**config.mk**
```make
export PLATFORM = sky130hd
export DESIGN_NAME = uart_reg_master
export DESIGN_NICKNAME = d
export VERILOG_FILES = /design/src/rtl/uart_reg_master.sv
export SDC_FILE = /design/constraint.sdc
export NUM_CORES = 1
export LEC_CHECK = 0
export CAP_MARGIN = 10
export CORE_MARGIN = 2
export CORE_UTILIZATION = 50
export CTS_CLUSTER_SIZE = 30
export DETAILED_ROUTE_END_ITERATION = 10
export PLACE_DENSITY = 0.8
export SKIP_CTS_REPAIR_TIMING = 1
export SYNTH_ARGS = -nofsm -noshare
export SYNTH_HDL_FRONTEND = slang
export SYNTH_SLANG_ARGS = --single-unit
```
**constraint.sdc**
```tcl
create_clock -name clk -period 7.14 [get_ports clk]
set_input_delay 2.142 -clock clk [delete_from_list [all_inputs] [get_ports clk]]
set_output_delay 2.142 -clock clk [all_outputs]
set_load 0.01 [all_outputs]
```
**src/rtl/uart_reg_master.sv**
```systemverilog
// Host-side initiator for the UART register file: programs BAUD/ENABLE, paces TX_DATA writes, serves RX_DATA reads.
// Optional TX frame counter output tx_count is built when UART_REG_MASTER_TXCNT_EN is defined.
module uart_reg_master #(
    parameter int unsigned FRAME_BITS = 10,
    parameter int unsigned RD_LATENCY = 1
) (
    input  logic        clk,
    input  logic        rst,
    input  logic [7:0]  cfg_baud,
    input  logic        cfg_valid,
    output logic        cfg_ready,
    input  logic [7:0]  s_data,
    input  logic        s_valid,
    output logic        s_ready,
    input  logic        rd_req,
    output logic [7:0]  rd_data,
    output logic        rd_done,
    output logic        configured,
    output logic [1:0]  address,
    output logic [7:0]  write_data,
    output logic        we,
    output logic        re,
    input  logic [7:0]  read_data
`ifdef UART_REG_MASTER_TXCNT_EN
  , output logic [15:0] tx_count
`endif
);

    localparam logic [1:0] ADDR_BAUD   = 2'd0;
    localparam logic [1:0] ADDR_ENABLE = 2'd1;
    localparam logic [1:0] ADDR_TX     = 2'd2;
    localparam logic [1:0] ADDR_RX     = 2'd3;
    localparam logic [1:0] LAT_LOAD    = 2'(RD_LATENCY - 1);

    typedef enum logic [2:0] {
        IDLE,
        CFG_BAUD,
        CFG_EN,
        READY,
        TX_WR,
        TX_WAIT,
        RD_ISSUE,
        RD_CAPTURE
    } state_t;

    state_t      state_q;
    logic [1:0]  address_q;
    logic [7:0]  write_data_q;
    logic        we_q;
    logic        re_q;
    logic [7:0]  rd_data_q;
    logic        rd_done_q;
    logic        configured_q;
    logic [7:0]  baud_q;
    logic [15:0] frame_cnt_q;
    logic [1:0]  lat_cnt_q;
    logic [15:0] frame_load_d;

    // Frame time minus one: the wait counter runs F-1 down to 0, giving exactly F wait cycles.
    assign frame_load_d = 16'(({8'd0, baud_q} + 16'd1) * 16'(FRAME_BITS)) - 16'd1;

    assign cfg_ready  = (state_q == IDLE) || (state_q == READY);
    assign s_ready    = (state_q == READY) && configured_q && !cfg_valid && !rd_req;
    assign address    = address_q;
    assign write_data = write_data_q;
    assign we         = we_q;
    assign re         = re_q;
    assign rd_data    = rd_data_q;
    assign rd_done    = rd_done_q;
    assign configured = configured_q;

    always_ff @(posedge clk) begin
        if (!rst) begin
            state_q      <= IDLE;
            address_q    <= ADDR_BAUD;
            write_data_q <= 8'h00;
            we_q         <= 1'b0;
            re_q         <= 1'b0;
            rd_data_q    <= 8'h00;
            rd_done_q    <= 1'b0;
            configured_q <= 1'b0;
            baud_q       <= 8'h00;
            frame_cnt_q  <= 16'h0000;
            lat_cnt_q    <= 2'd0;
        end else begin
            we_q      <= 1'b0;
            re_q      <= 1'b0;
            rd_done_q <= 1'b0;
            case (state_q)
                IDLE: begin
                    if (cfg_valid) begin
                        state_q      <= CFG_BAUD;
                        address_q    <= ADDR_BAUD;
                        write_data_q <= cfg_baud;
                        baud_q       <= cfg_baud;
                        we_q         <= 1'b1;
                    end
                end
                CFG_BAUD: begin
                    state_q      <= CFG_EN;
                    address_q    <= ADDR_ENABLE;
                    write_data_q <= 8'h01;
                    we_q         <= 1'b1;
                end
                CFG_EN: begin
                    state_q      <= READY;
                    configured_q <= 1'b1;
                end
                READY: begin
                    // Reconfiguration wins over reads, reads win over TX bytes.
                    if (cfg_valid) begin
                        state_q      <= CFG_BAUD;
                        address_q    <= ADDR_BAUD;
                        write_data_q <= cfg_baud;
                        baud_q       <= cfg_baud;
                        we_q         <= 1'b1;
                    end else if (rd_req) begin
                        state_q   <= RD_ISSUE;
                        address_q <= ADDR_RX;
                        re_q      <= 1'b1;
                        lat_cnt_q <= LAT_LOAD;
                    end else if (s_valid && configured_q) begin
                        state_q      <= TX_WR;
                        address_q    <= ADDR_TX;
                        write_data_q <= s_data;
                        we_q         <= 1'b1;
                    end
                end
                TX_WR: begin
                    state_q     <= TX_WAIT;
                    frame_cnt_q <= frame_load_d;
                end
                TX_WAIT: begin
                    if (frame_cnt_q == 16'd0) begin
                        state_q <= READY;
                    end else begin
                        frame_cnt_q <= frame_cnt_q - 16'd1;
                    end
                end
                RD_ISSUE: begin
                    if (lat_cnt_q == 2'd0) begin
                        state_q   <= RD_CAPTURE;
                        rd_data_q <= read_data;
                        rd_done_q <= 1'b1;
                    end else begin
                        lat_cnt_q <= lat_cnt_q - 2'd1;
                    end
                end
                RD_CAPTURE: begin
                    state_q <= READY;
                end
                default: begin
                    state_q <= IDLE;
                end
            endcase
        end
    end

`ifdef UART_REG_MASTER_TXCNT_EN
    logic [15:0] tx_count_q;

    // Counts completed frames; survives reconfiguration, cleared only by reset.
    always_ff @(posedge clk) begin
        if (!rst) begin
            tx_count_q <= 16'h0000;
        end else if (state_q == TX_WAIT && frame_cnt_q == 16'd0) begin
            tx_count_q <= tx_count_q + 16'd1;
        end
    end

    assign tx_count = tx_count_q;
`endif

endmodule

```
### Yosys cells after proc, flatten, opt, wreduce, memory -nomap -nowiden

Index checks and enable logic that the tools add are counted.

| storage, ports and cells | value |
|---|---|
| output and inout bits | 24 |
| input port bits | 29 |
| register bits | 51 |
| word-level logic and storage cells | 89 |

| operators by class | value |
|---|---|
| add/subtract/negate cells | 4 |
| mux-type cells | 30 |
| eq/ne operators | 17 |
| reduce and logical (&&, ||, !) cells | 24 |
| bitwise logic cells | 2 |
| $mul | 1 |

Operators by type and width:

| kind | number |
|---|---|
| $mux W8 | 4 |
| $pmux W16 S2 | 1 |
| $pmux W8 S3 | 1 |
| $pmux W3 S7 | 1 |
| $mux W3 | 6 |
| $logic_not A16 Y1 | 1 |
| $mux W16 | 1 |
| $sub A16 B1 Y16 const B | 1 |
| $mux W2 | 7 |
| $ne A2 B2 Y1 const B | 7 |
| $sub A13 B1 Y14 const B | 1 |
| $eq A3 B3 Y1 const B | 4 |
| $mul A9 B3 Y12 const B | 1 |
| $reduce_and A4 Y1 | 3 |
| $add A8 B1 Y9 const B | 1 |
| $reduce_and A2 Y1 | 4 |
| $eq A3 B2 Y1 const B | 2 |
| $mux W1 | 6 |
| $pmux W2 S3 | 1 |
| $logic_and A1 B1 Y1 | 4 |
| $ne A4 B3 Y1 const B | 1 |
| $pmux W2 S2 | 1 |
| $reduce_bool A2 Y1 | 2 |
| $reduce_or A2 Y1 | 2 |
| other kinds (13) | 15 |

### Depth between registers and ports, before layout

Gate-level depths: netlist of the first run.

| logic depth | value |
|---|---|
| depth after elaboration | 5 |
| gate-level depth with buffers | 13 |

### Worst setup path before layout of the first run

Ideal clock, no wire load.

| timing path | value |
|---|---|
| path type | in2out |
| start | input cfg_valid |
| end | output s_ready |
| data arrival time | 2.844 ns |
| cell stages on the path | 4 |
| path buffers | 1 |
| required time | 4.998 ns |
| setup slack | 2.154 ns |
| cells stage by stage | nor2b_1 > and2_1 > clkbuf_1 > and3_1 |

| between the ends | value |
|---|---|
| word-level cells in the longest chain between the ends | 3 |

Ends and longest elaborated chain:

| item | RTL line | source |
|---|---|---|
| start, declared | 10 | `input logic cfg_valid,` |
| $logic_not A1 Y1 | 63 | `assign s_ready = (state_q == READY) && configured_q && !cfg_valid && !rd_req;` |
| $logic_and A1 B1 Y1 (2 in a row) | 63 |  |
| end, declared | 14 | `output logic s_ready,` |

No other way between the ends.

### Worst setup path after layout of the first run

Ends and elaborated chain as after synthesis.

==> results, run 1 <==
- The setup slack after layout is 1.035 ns.
- The later pin in the worst-skew pair is clocked with a latency of 0.31 ns.
- The repair_antennas step left the layout with diodes totalling 0.
- In this run the power density over the cells is 164.1 nW/um2.
- The width of the die is 87.02 um.
- For this block, the initial DRC count from the detailed router was 142.
- Compared with the post-synthesis result, the final layout area differs by 17.72%.
- The max-slew violation total from the final report was 0.
- The internal portion of the total power is 455.0 uW.
- The peak ir drop on the vdd network is 136.2 uV.
- The total number of clock tree sinks is 51.
- Derived from the worst setup path, the maximum achievable clock frequency is 163.8 MHz.
- The total of endpoints with negative setup slack in the final report is 0.
- The worst setup path is captured at an output port.
- The critical path startpoint category is an input pin.
- The core region is 6719 um2.
- The number of placement rows is 30.
- The first global-routing pass estimated 13610 um of wire.
- The clock transition time at the flip-flop clock pins of the worst setup and hold paths is 0.10 ns.
- The worst-case setup slack after placement is 1.032 ns.
- The class of the tightest hold or removal check is flip-flop to flip-flop.
- The remaining number of nets flagged by the antenna check after routing is 0.
- The flow ran to the end, and the final reports show no timing, DRC or antenna violations.
- The total overflow left after global routing is 0.
- The synthesized netlist occupies a cell area of 3446 um2.
- The data required time of the worst path is 5.00 ns.
- Setup repair after global routing left no endpoint under its margin.
- The power share of the clock group is 25.9%.
- Synthesis produced a netlist with a net count of 483.
- The distinct cell type count after synthesis is 55.
- The minimum clock period after layout is 6.105 ns.
- The share of the Yosys chip area taken by registers is 29.63%.
- Data arrives at the worst endpoint at 3.96 ns.
- The Yosys step of the flow raised 0 warnings.
- The wire length after detailed routing is 7920 um.
- The combinational group share of total power is 26.7%.
- The worst-case clock skew is 0.008165 ns.
- For the final routed database, the setup TNS stands at 0 ns.
- In this run the vertical extent of the chip is 87.02 um.
- The reported max-cap violation count is 0.
- Hold timing on the final database bottoms out at a slack of 0.4682 ns.
- The detailed-route DRC error count is 0.
- The number of antenna violations at the first check in global routing is 0.
- The number of placed instances, taps included, is 544.
- Measured against its own limit, the worst slew margin works out to 25.00%.
- The number of CTS-inserted buffers is 5.
- The H-tree generated during clock tree synthesis spans 2 levels.
- The async set-reset flop share out of synthesis is 0%.
- The cell count after synthesis came out at 436.
- At the end of routability-driven placement, the weighted congestion stood at 0.8374.
- In this run the count of I/O pins placed on the die edge is 53.
- The commonest cells after synthesis are sky130_fd_sc_hd__nand2_1, sky130_fd_sc_hd__dfxtp_1, sky130_fd_sc_hd__o21ai_0.
- The via count of the first global-routing pass came to 2983.
- The mean routed wirelength per cell is 14.35 um.
- The effective utilization at floorplan is 51.28%.
- The number of failing hold endpoints at the final stage came to 0.
- Detailed routing inserted a total of 3217 vias.
- The slew at the pin with the worst max-slew slack is 1.125 ns.
- Buffers placed on the I/O ports in this run total 52.
- The average via count per standard cell is 5.828.
- The global-route total usage across every layer is 21.76%.
- The switching share of power is 31.63%.
- Along the worst path, the maximum fanout reaches 20.
- The period utilization is 85.50%.
- The cell type with the highest aggregate area in the netlist is sky130_fd_sc_hd__dfxtp_1.
- The leakage dissipation is 0.001590 uW.
- sky130_fd_sc_hd__nand2_1 is the most common cell in the netlist.
- The number of buffers between clock root and the deepest sink is 2.
- The most used flip-flop cell after synthesis is sky130_fd_sc_hd__dfxtp_1.
- Of the cells placed in the final design, the portion with a size suffix greater than 1 is 4.449%.
- Of the total power, registers draw 47.3%.
- The clock tree from TritonCTS is built.
- The completed layout was analyzed and its total power is 665.5 uW.
- The first TritonRoute pass finished after 5 iterations.
- Entering global routing, the biggest net connects 57 pins.
- In the post-synthesis netlist, the biggest area contributors are sky130_fd_sc_hd__dfxtp_1, sky130_fd_sc_hd__nand2_1, sky130_fd_sc_hd__ha_1.
- The half-perimeter wire length after placement is 5762 um.
- The share of the synthesized area in the top cell type is 29.63%.
- In this run, synthesis produced a sequential element count of 51.
- The die covers 7572 um2.
- CTS placed an instance of sky130_fd_sc_hd__clkbuf_8 at the clock tree root.
- The net switching component of the power is 210.5 uW.
- The total number of nets in the final design is 518.
- Yosys mapped a number of flops with a built-in enable equal to 0.
- The type of the setup path with the least slack is input pin to output port.
- The synthesized area per cell is 7.903 um2.
- The number of cells in the finished layout apart from fillers is 552.
-- worst paths after layout --
check,from,end,slack [ns],cells past startpoint
hold / removal,rd_data[3]$_SDFFE_PN0P_,rd_data[3]$_SDFFE_PN0P_,0.47,2
setup reg to reg,baud_q[0]$_SDFFE_PN0P_,frame_cnt_q[12]$_SDFFE_PN0P_,3.31,11
hold reg to reg,rd_data[3]$_SDFFE_PN0P_,rd_data[3]$_SDFFE_PN0P_,0.47,2
setup / recovery,cfg_valid,s_ready,1.04,6
-- layout make-up --
type                       instances  area [um2]
tap                               80       100.1
multi-input combinational        347        2262
clock inverter                     3       23.77
sequential                        51        1021
clock buffer                       5       68.82
timing repair buffer              54       535.5
inverter                          12       45.04
fill                             594        2663
-- placed cells by master, fill, tap and decap left out, types with 4 or more instances in the layout --
cell                              netlist  final
sky130_fd_sc_hd__a211oi_1               4      4
sky130_fd_sc_hd__a21boi_0              12     12
sky130_fd_sc_hd__a21o_1                 6      6
sky130_fd_sc_hd__a21oi_1               14     14
sky130_fd_sc_hd__a22oi_1               11     11
sky130_fd_sc_hd__a31oi_1                6      6
sky130_fd_sc_hd__and2_1                 5      5
sky130_fd_sc_hd__and3_1                 6      6
sky130_fd_sc_hd__clkbuf_8               0      5
sky130_fd_sc_hd__clkdlybuf4s50_1        0     52
sky130_fd_sc_hd__dfxtp_1               51     51
sky130_fd_sc_hd__ha_1                  17     17
sky130_fd_sc_hd__inv_1                 12     12
sky130_fd_sc_hd__mux2i_1                9      9
sky130_fd_sc_hd__nand2_1               61     61
sky130_fd_sc_hd__nand3_1               15     15
sky130_fd_sc_hd__nand4_1                5      5
sky130_fd_sc_hd__nor2_1                25     25
sky130_fd_sc_hd__nor2b_1               21     21
sky130_fd_sc_hd__nor3_1                10     10
sky130_fd_sc_hd__nor4_1                 7      7
sky130_fd_sc_hd__o211a_1                8      8
sky130_fd_sc_hd__o21a_1                 4      4
sky130_fd_sc_hd__o21ai_0               36     36
sky130_fd_sc_hd__or3_1                  7      7
sky130_fd_sc_hd__xnor2_1               12     12
sky130_fd_sc_hd__xor2_1                 6      6
-- critical path, stage by stage --
cell and delay [ns]:
sky130_fd_sc_hd__clkdlybuf4s50_1 0.39, sky130_fd_sc_hd__buf_4 0.19, sky130_fd_sc_hd__nor2b_1 0.19, sky130_fd_sc_hd__and2_1 0.32
sky130_fd_sc_hd__and3_1 0.19, sky130_fd_sc_hd__clkdlybuf4s50_1 0.53
-- flip-flops by register name (all words and copies together), names as in the netlist, 2 cells and up --
register	count
lat_cnt_q	2
address	2
rd_data	8
write_data	8
frame_cnt_q	16
baud_q	8
state_q	3
-- power by group through the flow --
stage / logic (uW) / clock network [uW] / registers (uW)
floorplan: 123 / 0 / 317
global placement: 173 / 0 / 320
detailed placement: 175 / 0 / 321
CTS: 177 / 177 / 315
global route: 198 / 185 / 317
finish: 178 / 173 / 315
-- logic make-up after synthesis --
kind of cell    after synthesis  share of synthesized area [%]
simple gates                181                          27.09
compound gates              120                          24.15
flops                        51                          29.63
buf+inv                      38                          4.720
xor+xnor                     19                          5.047
fa+ha+maj                    18                          6.754
mux                           9                          2.614
-- routing by layer --
layer  part of all wire [%]  global-route usage, %  vias up
met3                    4.4                  3.981       14
met4                    1.8                  5.256        0
met1                     46                  29.53     1490
met2                     47                  35.81       78
li1                       -                      -     1635
met5                      0                      0        -
-- through the flow --
stage	utilization, %	area (um2)
finish	60.37	4056
global route	60.37	4056
floorplan	-	3446
CTS	60.37	4056
global placement	58.99	3964
detailed placement	58.99	3964
(Power assumes the default switching activity.)
==> inputs of run 2 (changes only) <==
- GPL_TIMING_DRIVEN: not set -> 0
==> run 2 against run 1 <==
Die area did not move. First-iteration DRC count rose by 66%. Register-to-register slack got worse by 0.17 ns. Worst hold slack barely moved. Core utilization rose by 1.7 points. Via count rose by 6.6%. Global-route usage rose by 2.5 points. Sequential power fell by 2%. Cell count rose by 4.2%.
==> results, run 2 (same netlist as run 1, synthesis figures left out) <==
- Summed over all failing endpoints, the final setup total negative slack is 0 ns.
- The most common cell after layout, fill and taps aside is sky130_fd_sc_hd__nand2_1.
- The reported max-cap violation count is 0.
- The critical path's top delay family is buffers and inverters.
- The mean routed wirelength per cell is 15.61 um.
- Data on the critical path is required at its endpoint by 5.00 ns.
- The HPWL after detailed placement is 6777 um.
- The number of failing hold endpoints at the final stage is 0.
- The top cell types in the final layout, fill and taps aside, are sky130_fd_sc_hd__nand2_1, sky130_fd_sc_hd__clkdlybuf4s50_1, sky130_fd_sc_hd__dfxtp_1.
- 53 I/O pins were placed.
- After clock tree synthesis, the clock-pin slew on the worst setup and hold paths is 0.09 ns.
- The worst setup path is launched from an input pin.
- For the pin with the worst max-slew slack, the measured transition is 0.6496 ns.
- From bottom edge to top edge, the die measures 87.02 um.
- The number of buffers between clock root and the deepest sink is 2.
- The peak ir drop on the vdd network is 104.3 uV.
- The fmax is 162.8 MHz.
- The multi-input combinational cell area is 2262 um2.
- Traced cell by cell, the critical path runs through clkdlybuf4s50_1, nor2b_1, and2_1, clkbuf_1, and3_1, clkdlybuf4s50_1.
- The total of endpoints with negative setup slack in the final report is 0.
- From synthesis to final layout, the design area changed by 21.10%.
- The class of the tightest hold or removal check is flip-flop to flip-flop.
- TritonCTS built the clock tree.
- The later pin in the worst-skew pair is clocked with a latency of 0.31 ns.
- In this run the cell area measured after placement is 4066 um2.
- The wire length after detailed routing is 8978 um.
- The worst setup path is captured at an output port.
- The quantity of I/O buffers inserted on ports is 52.
- The relative slew slack is 56.30%.
- The total area of sequential cells is 1021 um2.
- Setup repair after global routing left no endpoint under its margin.
- The number of violations reported at the end of detailed-routing iteration 0 is 236.
- The effective utilization at floorplan is 51.28%.
- Between clock sinks in the finished design, the worst skew comes to 0.007826 ns.
- After routing the design area is 4173 um2.
- The pin count of the biggest net entering global routing is 16.
- The arrival time at the worst endpoint is 4.00 ns.
- The first-pass detailed-route iteration total is 5.
- The max-slew violation total from the final report came to 0.
- The global-route congestion overflow total is 0.
- After filler insertion, the fill cell instance count of the layout stands at 577.
- The share of final-layout standard cells stronger than drive strength 1 is 4.848%.
- The total buffers and inverters traversed by the critical path is 3.
- The total number of nets in the final design is 542.
- The minimum clock period after layout is 6.143 ns.
- In this design, the stage delay of the slowest critical-path cell is 0.53 ns.
- The core box area is 6719 um2.
- The register name with the most flops is frame_cnt_q.
- The wire length of the first global-routing pass is 14870 um.
- The initialized floorplan defines 30 standard-cell rows.
- 0 antenna diodes ended up in the layout.
- The width of the die is 87.02 um.
- The critical path in this run is classified as input pin to output port.
- The number of flip-flops under the largest register name is 16.
- The average via count per standard cell is 5.963.
- The detailed-route DRC error count is 0.
- The final route contains 3429 vias.
- The area of the die is 7572 um2.
- The slowest cell on the critical path is sky130_fd_sc_hd__clkdlybuf4s50_1.
- In the finished design, the share of the clock period the worst path needs comes to 86.04%.
- Power spread over the standard cell area amounts to 168.8 nW/um2.
- The detail route stage leaves a number of antenna-violating nets equal to 0.
- The number of antenna violations at the first check in global routing was 0.
- In this design, the critical path's most frequently occurring cell is sky130_fd_sc_hd__clkdlybuf4s50_1.
- The total number of clock tree sinks is 51.
- For this design the static power due to leakage is 0.001644 uW.
- Clock tree synthesis inserted a total of 5 buffers.
- The H-tree was split into 2 levels.
- The run finished with clean final reports.
- The clock root buffer master is sky130_fd_sc_hd__clkbuf_8.
- The critical-path maximum fanout is 8.
- The placer's final routability congestion estimate is 0.9103.
- The via count of the first global-routing pass is 3241.
- The global-route total usage across every layer is 24.31%.
## run 2: routing by layer
layer	share of wire (%)	vias to the layer above	GRT usage, %
met5	0	-	0
met4	2.9	0	9.091
met3	6.7	26	6.351
met2	48	126	41.29
met1	42	1591	29.40
li1	-	1686	-
## run 2: per-stage QoR
| step | setup slack [ns] | util, % | hold WS (ns) | cells | total power (uW) |
|---|---|---|---|---|---|
| finish | 0.9968 | 62.10 | 0.4680 | 575 | 704.6 |
| global route | 0.8589 | 62.10 | 0.4927 | 575 | 735.7 |
| CTS | 1.006 | 62.10 | 0.4706 | 575 | 703.2 |
| detailed placement | 1.000 | 60.52 | 0.4576 | 568 | 506.9 |
| global placement | 1.039 | 60.52 | 0.4509 | 568 | 502.4 |
| floorplan | 2.154 | - | 0.4410 | 436 | 439.9 |
## run 2: worst paths after layout
kind	start	to	slack, ns	cells after the start
min reg2reg	rd_data[1]$_SDFFE_PN0P_	rd_data[1]$_SDFFE_PN0P_	0.47	2
min	rd_data[1]$_SDFFE_PN0P_	rd_data[1]$_SDFFE_PN0P_	0.47	2
max	cfg_valid	s_ready	1.0	6
max reg2reg	baud_q[0]$_SDFFE_PN0P_	frame_cnt_q[13]$_SDFFE_PN0P_	3.14	13
## run 2: power breakdown
group,switching (uW),total (uW),leakage (uW),internal [uW]
registers,11.4,309,0.000415,298
logic,104,195,0.00118,91.1
clock network,97.5,200,0.0000502,103
total,213,705,0.00164,492
## run 2: area by class of cell
cell class	instances	area share [%]
Timing Repair Buffer	52	12.47
Inverter	12	1.079
Tap cell	80	2.399
Clock buffer	5	1.649
Sequential cell	51	24.47
Clock inverter	2	0.8996
Buffer	26	2.819
Multi-Input combinational cell	347	54.21
## run 2: worst register-to-register path, delay by kind of cell (launching register included)
kind | cells | cell delay [ns]
compound gates | 4 | 1.16
xor+xnor | 1 | 0.25
fa+ha+maj | 2 | 0.66
buf+inv | 1 | 0.35
flops | 1 | 0.34
simple gates | 5 | 1.18
